$ cat config.mk
export PLATFORM = sky130hd
export DESIGN_NAME = byte_demux_n
export DESIGN_NICKNAME = d
export VERILOG_FILES = /design/src/rtl/byte_pkg.sv /design/src/rtl/byte_addr_decode.sv /design/src/rtl/byte_demux_n.sv
export SDC_FILE = /design/constraint.sdc
export NUM_CORES = 1
export LEC_CHECK = 0
export ABC_AREA = 1
export CAP_MARGIN = 0
export CORE_AREA = 2 2 210 212
export CTS_CLUSTER_SIZE = 24
export DETAILED_ROUTE_END_ITERATION = 10
export DIE_AREA = 0 0 212 214
export PLACE_DENSITY = 0.36
export SYNTH_ARGS = -nofsm -noshare
export SYNTH_HDL_FRONTEND = slang
export SYNTH_HIERARCHICAL = 1
export SYNTH_SLANG_ARGS = --single-unit
$ cat constraint.sdc
create_clock -name clk_i -period 1.8 [get_ports clk_i]
set_input_delay 0.36 -clock clk_i [delete_from_list [all_inputs] [get_ports clk_i]]
set_output_delay 0.36 -clock clk_i [all_outputs]
set_load 0.02 [all_outputs]
$ cat src/rtl/byte_pkg.sv
// Shared types for the byte demux: FSM state encoding and select-index width.
package byte_pkg;

  localparam int unsigned MAX_MEMS = 16;
  localparam int unsigned SEL_W    = 5;

  // One code beyond the largest legal target index marks "no target".
  localparam logic [SEL_W-1:0] SEL_UNMAPPED = SEL_W'(MAX_MEMS);

  typedef enum logic [1:0] {
    ST_IDLE  = 2'd0,
    ST_WAIT  = 2'd1,
    ST_ABORT = 2'd2
  } state_e;

endpackage

$ cat src/rtl/byte_addr_decode.sv
// Combinational address decoder: lowest-index region whose masked compare matches.
module byte_addr_decode
  import byte_pkg::*;
#(
  parameter int unsigned                  MEMS      = 4,
  parameter int unsigned                  ADDR_SIZE = 32,
  parameter logic [MEMS*ADDR_SIZE-1:0]    BASE_ADDR = '0,
  parameter logic [MEMS*ADDR_SIZE-1:0]    ADDR_MASK = '0
) (
  input  logic [ADDR_SIZE-1:0] addr_i,
  output logic [SEL_W-1:0]     sel_o,
  output logic                 hit_o
);

  always_comb begin
    sel_o = SEL_UNMAPPED;
    hit_o = 1'b0;
    for (int unsigned i = 0; i < MEMS; i++) begin
      if (!hit_o &&
          ((addr_i & ADDR_MASK[i*ADDR_SIZE +: ADDR_SIZE]) == BASE_ADDR[i*ADDR_SIZE +: ADDR_SIZE])) begin
        sel_o = SEL_W'(i);
        hit_o = 1'b1;
      end
    end
  end

endmodule

$ cat src/rtl/byte_demux_n.sv
// One-master to MEMS-target request demux with hold watchdog and error reporting.
// Define BYTE_DEMUX_N_ERRCNT_EN to build the saturating error counter on errCount_o.
module byte_demux_n
  import byte_pkg::*;
#(
  parameter int unsigned               MEMS      = 4,
  parameter int unsigned               DATA_BYTE = 4,
  parameter int unsigned               ADDR_SIZE = 32,
  parameter logic [MEMS*ADDR_SIZE-1:0] BASE_ADDR = {32'h0000_3000, 32'h0000_2000,
                                                    32'h0000_1000, 32'h0000_0000},
  parameter logic [MEMS*ADDR_SIZE-1:0] ADDR_MASK = {4{32'h0000_F000}},
  parameter int unsigned               TIMEOUT   = 0
) (
  input  logic                     clk_i,
  input  logic                     rst_i,
  input  logic                     useEnable_i,
  input  logic                     useIsWrite_i,
  input  logic [DATA_BYTE-1:0]     useWriteMask_i,
  input  logic [ADDR_SIZE-1:0]     useAddr_i,
  input  logic [DATA_BYTE*8-1:0]   useWriteData_i,
  output logic [DATA_BYTE*8-1:0]   useReadData_o,
  output logic                     useHold_o,
  output logic                     useError_o,
  output logic [MEMS-1:0]          memEnable_o,
  output logic [MEMS-1:0]          memIsWrite_o,
  output logic [DATA_BYTE-1:0]     memWriteMask_o [MEMS],
  output logic [ADDR_SIZE-1:0]     memAddr_o      [MEMS],
  output logic [DATA_BYTE*8-1:0]   memWriteData_o [MEMS],
  input  logic [DATA_BYTE*8-1:0]   memReadData_i  [MEMS],
  input  logic [MEMS-1:0]          memHold_i,
  output logic [15:0]              errCount_o
);

  localparam int unsigned CNT_W = (TIMEOUT > 0) ? $clog2(TIMEOUT + 1) : 1;

  state_e            state_q, state_d;
  logic [CNT_W-1:0]  cnt_q, cnt_d;
  logic [SEL_W-1:0]  rd_sel_q, rd_sel_d;
  logic              err_q, err_d;

  logic [SEL_W-1:0]  sel_c;
  logic              hit_c;
  logic              sel_hold_c;
  logic              abort_c;
  logic              accept_c;
  logic [CNT_W-1:0]  hold_next_c;
  logic              timeout_hit_c;

  byte_addr_decode #(
    .MEMS      (MEMS),
    .ADDR_SIZE (ADDR_SIZE),
    .BASE_ADDR (BASE_ADDR),
    .ADDR_MASK (ADDR_MASK)
  ) u_decode (
    .addr_i (useAddr_i),
    .sel_o  (sel_c),
    .hit_o  (hit_c)
  );

  // Request fields fan out unchanged; only the enable is steered.
  always_comb begin
    sel_hold_c = 1'b0;
    for (int unsigned i = 0; i < MEMS; i++) begin
      memIsWrite_o[i]   = useIsWrite_i;
      memWriteMask_o[i] = useWriteMask_i;
      memAddr_o[i]      = useAddr_i;
      memWriteData_o[i] = useWriteData_i;
      memEnable_o[i]    = useEnable_i && !abort_c && (sel_c == SEL_W'(i));
      if (sel_c == SEL_W'(i)) begin
        sel_hold_c = memHold_i[i];
      end
    end
  end

  assign abort_c   = (state_q == ST_ABORT);
  assign useHold_o = useEnable_i && hit_c && sel_hold_c && !abort_c;
  // The abort cycle completes the stalled request with an error.
  assign accept_c  = abort_c || (useEnable_i && !useHold_o);

  assign hold_next_c   = ((state_q == ST_WAIT) ? cnt_q : '0) + CNT_W'(1);
  assign timeout_hit_c = (TIMEOUT != 0) && (hold_next_c >= CNT_W'(TIMEOUT));

  always_comb begin
    state_d  = state_q;
    cnt_d    = '0;
    rd_sel_d = rd_sel_q;
    err_d    = 1'b0;
    case (state_q)
      ST_IDLE, ST_WAIT: begin
        if (useHold_o) begin
          if (timeout_hit_c) begin
            state_d = ST_ABORT;
          end else begin
            state_d = ST_WAIT;
            cnt_d   = (TIMEOUT != 0) ? hold_next_c : '0;
          end
        end else begin
          state_d = ST_IDLE;
        end
      end
      ST_ABORT: state_d = ST_IDLE;
      default:  state_d = ST_IDLE;
    endcase
    if (accept_c) begin
      rd_sel_d = (abort_c || !hit_c) ? SEL_UNMAPPED : sel_c;
      err_d    = abort_c || !hit_c;
    end
  end

  always_ff @(posedge clk_i or posedge rst_i) begin
    if (rst_i) begin
      state_q  <= ST_IDLE;
      cnt_q    <= '0;
      rd_sel_q <= SEL_UNMAPPED;
      err_q    <= 1'b0;
    end else begin
      state_q  <= state_d;
      cnt_q    <= cnt_d;
      rd_sel_q <= rd_sel_d;
      err_q    <= err_d;
    end
  end

  always_comb begin
    useReadData_o = '0;
    for (int unsigned i = 0; i < MEMS; i++) begin
      if (rd_sel_q == SEL_W'(i)) begin
        useReadData_o = memReadData_i[i];
      end
    end
  end

  assign useError_o = err_q;

`ifdef BYTE_DEMUX_N_ERRCNT_EN
  logic [15:0] err_cnt_q;

  always_ff @(posedge clk_i or posedge rst_i) begin
    if (rst_i) begin
      err_cnt_q <= '0;
    end else if (err_d && (err_cnt_q != 16'hFFFF)) begin
      err_cnt_q <= err_cnt_q + 16'd1;
    end
  end

  assign errCount_o = err_cnt_q;
`else
  assign errCount_o = '0;
`endif

endmodule

* Yosys cells after proc, flatten, opt, wreduce, memory -nomap -nowiden
Cells that the tools add are included.
** Word-level totals
- Logic and storage cells :: 59
- Input port bits :: 204
- Register bits after elaboration :: 8
- Output and inout port bits :: 330
** Cells by class
- Equal/unequal tests :: 11
- Reduce and logical (&&, ||, !) cells :: 25
- Multiplexer cells :: 20
** Operators with widths (number)
- two-way mux 32 bit :: 4
- logical NOT 32 bit :: 1
- two-way mux 5 bit :: 5
- equality test 5 x 2 -> 1 bit, second input constant :: 4
- logical AND 1 bit :: 12
- equality test 5 x 1 -> 1 bit, second input constant :: 2
- logical NOT 5 bit :: 2
- two-way mux 1 bit :: 10
- equality test 4 x 2 -> 1 bit, second input constant :: 2
- logical NOT 1 bit :: 6
- equality test 4 x 1 -> 1 bit, second input constant :: 1
- equality test 2 x 1 -> 1 bit, second input constant :: 1
- equality test 2 bit, second input constant :: 1
- logical NOT 2 bit :: 1
- logical OR 1 bit :: 2
- two-way mux 2 bit :: 1
- OR reduction 2 bit :: 1

* Depth between registers and ports, before layout
- Depth after elaboration :: 22
- Depth in mapped cells :: 12
- Depth with buffers taken out :: 12

* Modules after synthesis
The synthesis kept the hierarchy.
** Modules (own cells, without submodules)
- byte_demux_n :: instances 1, area each 3467.1 um^2, cells an instance 526
- byte_addr_decode :: instances 1, area each 56.3 um^2, cells an instance 11

* Worst setup path before layout
No wires, ideal clock.
- Path type :: reg-to-output
- Start :: reg rd_sel_q[4]
- End :: out useReadData_o[10]
- Arrival time :: 1.266 ns
- Path buffers :: 2
- Cell stages (with the launch flop) :: 7
- Path slack :: 0.174 ns
- Cell sequence :: dfstp_2 nor2_1 and3b_1 buf_4 buf_6 nand2_1 o2111ai_1
** Between the ends
- Longest elaborated chain between the ends :: 5
- Elaborated cells between the ends (all ways) :: 8
** RTL lines
- start: declaration :: RTL line byte_demux_n.sv:38 : logic [SEL_W-1:0] rd_sel_q, rd_sel_d;
- start signal: assignment :: RTL line byte_demux_n.sv:119 : rd_sel_q <= rd_sel_d;
- logical NOT 5 bit :: RTL line byte_demux_n.sv:127 : if (rd_sel_q == SEL_W'(i)) begin
- two-way mux 32 bit (3 in a row) :: RTL line byte_demux_n.sv:127
- two-way mux 32 bit * :: RTL line byte_demux_n.sv:127
- end: declaration :: RTL line byte_demux_n.sv:21 : output logic [DATA_BYTE*8-1:0] useReadData_o,
Every way passes the cells marked *; elsewhere a longest branch is shown, timed or not.

* Worst setup path in the final report
- Start :: reg rd_sel_q[4]
- End :: out useReadData_o[14]
Same word-level chain as after synthesis.

==> flow_summary.yaml <==
worst_setup_path:
  crit_type: "register to primary output"
  r2r_start: "rd_sel_q[4]"
  cp-endpoint: "useReadData_o[14]"
  r2r_setup_slack_ns: 1.00
  crit_top_cell: "buf_4"
  slowest_delay_ns: 0.54
  worst_path_dominant_cell_family: "buffers and inverters"
  worstReg2RegEnd: "rd_sel_q[4]"
  critPathCaptureType: "primary output"
  slowest_stage: "dfstp_2"
  crit_chain: "buf_6, nor2_2, nand3b_1, buf_4, buf_12, clkbuf_16, o2111ai_2, buf_4"
  required_ns: 1.44
  crit_fanout: 8
  path_buf_inv: 5
  startpoint_type: "register"
  r2r_cells: 3
  crit_arrival_ns: 1.76
  worstSetupPathDepth: 8
  startpoint: "rd_sel_q[4]"
die:
  die_x_um: 212
  core_mm2: 0.04289
  initial_core_util_pct: 8.216
  rows: 76
  io_pins: 534
  die_h_um: 214
  dieArea_mm2: 0.04537
routing:
  wl_per_cell_um: 13.97
  viasPerCell: 2.596
  route.final.wire_length_um: 15090
  drc: 0
  dr.pass1.iters: 4
  drt_iter0_drc: 69
  antenna_left: 0
  vias: 2804
placed_design:
  dp_worst_setup_slack_ns: -0.8258
  io_buffers: 192
  hpwl_um: 10470
  dp_cells: 1048
  placedInstanceArea_mm2: 0.004237
  gp_congestion: 0.7079
run_status:
  violations: "negative setup slack"
  status: "finished with violations"
final_layout:
  fin_cells: 1080
  layout_common_cells: "150 x clkdlybuf4s50_1, 87 x nand2_1, 41 x buf_4, 38 x inv_1, 32 x buf_6"
  final_core_util_pct: 12.23
  insertedDiodeCount: 0
  design_area_mm2: 0.005244
  final_common_cell: "clkdlybuf4s50_1"
  drive_above_1_share_pct: 36.36
  fin_nets: 700
  syn_to_final_growth_pct: 48.83
timing:
  finalMaxSlewViolations: 0
  fin_setup_tns_ns: -8.488
  fmax_mhz: 472.4
  fin_ws_ns: -0.3168
  min_period_over_period_pct: 117.6
  hold_ws_ns: 0.3533
  skew_ns: 0
  rsz0062_at_grt: "yes"
  setup_viol: 32
  hold_viol_final: 0
  period_minus_slack_ns: 2.117
cts:
  cts_sinks: 6
  clk_pin_slew_worst_paths_ns: 0.03
  clockBufferDepth: 2
  h-tree-depth: 1
  cts-root-buf: "clkbuf_16"
  clock_latency_ns: 0.23
  cts_tree: "done"
  cts_buffers: 3
global_route:
  antenna_found_initial: 0
  grt_first_pass_wirelength_um: 19010
  globalRouteTotalUtil_pct: 5.679
  grt-ovfl-total: 0
  first_global_vias: 2901
  grt_max_degree: 21
power_and_ir_drop:
  p_leak_nw: 2.087
  ir_drop_uv: 211.1
  power_mw: 1.527
  powerDensity_mw_per_mm2: 291.1
synthesis:
  syn_area_mm2: 0.003523
  ys_seq_area_share_pct: 4.297
  avgSynthCellArea_um2: 6.561
  synthCells: 537
  ys_ff_latch: 6
  synth_cell_types: 21
  synth-warning-count: 6
run:
  drv_cap: 0
worst_hold_path:
  hold_path_class: "input port to asynchronous set/reset pin"
==> cell usage after synthesis (all sizes together) <==
| cell type | instances | area share, % |
|---|---|---|
| and3b | 1 | 0.25 |
| buf | 307 | 65 |
| conb | 2 | 0.21 |
| dfrtp | 5 | 3.6 |
| dfstp | 1 | 0.75 |
| inv | 47 | 5.0 |
| nand2 | 111 | 12 |
| nand3 | 12 | 2.0 |
| nand3b | 1 | 0.21 |
| nand4 | 2 | 0.36 |
| nor2 | 15 | 2.1 |
| o2111ai | 32 | 8.0 |
| o211ai | 1 | 0.21 |
==> state kept, by name, indices dropped and copies added, names as in the netlist <==
register and count:
rd_sel_q 5, useError_o 1
==> routing by layer <==
layer  vias up  global-route usage, %  wire length [um]  part of all wire, %
met5         -                      0                 0                    0
met4         0                  1.878               367                  2.4
met3        42                  3.504              2163                   14
met2       249                  8.863              6692                   44
met1      1235                  6.317              5861                   39
li1       1278                      -                 -                    -
==> where the power goes <==
part           total, mW  switching, mW  internal, mW
clock network      0.368         0.0743         0.294
logic               1.01          0.424         0.583
registers          0.151        0.00677         0.144
total               1.53          0.506          1.02
==> timing repair <==
item / CTS / global route
setup buffers: 16 / 6
pin swaps: 15 / 10
gates resized for setup: 270 / 65
gates cloned: 3 / 5
hold buffers: 0 / 0
setup endpoints to repair: 57 / 36
==> cell families (layout without fill, tap and decap cells) <==
logic type | count (synthesis) | in the layout | synth area share (%)
AO/OA/AOI/OAI | 33 | 33 | 8.168
buffers and inverters | 354 | 296 | 70.10
flip-flops | 6 | 6 | 4.297
other | 2 | 18 | 0.2131
AND/OR/NAND/NOR | 142 | 142 | 17.22
==> how the worst min path moves through the flow <==
stage                        to  slack [ns]
global route        rd_sel_q[2]        0.38
global placement    rd_sel_q[4]        0.48
finish              rd_sel_q[2]        0.35
floorplan           rd_sel_q[0]        0.15
detailed placement  rd_sel_q[4]        0.48
CTS                 rd_sel_q[2]        0.36
==> final cells by class <==
| class | instances | area, um2 |
|---|---|---|
| Multi-Input combinational cell | 193 | 1491 |
| Sequential cell | 6 | 151.4 |
| Tap cell | 585 | 732.0 |
| Timing Repair Buffer | 245 | 2599 |
| Clock buffer | 4 | 78.83 |
| Fill cell | 4926 | 37640 |
| Inverter | 47 | 191.4 |
Power figures use the tool's default switching activity.
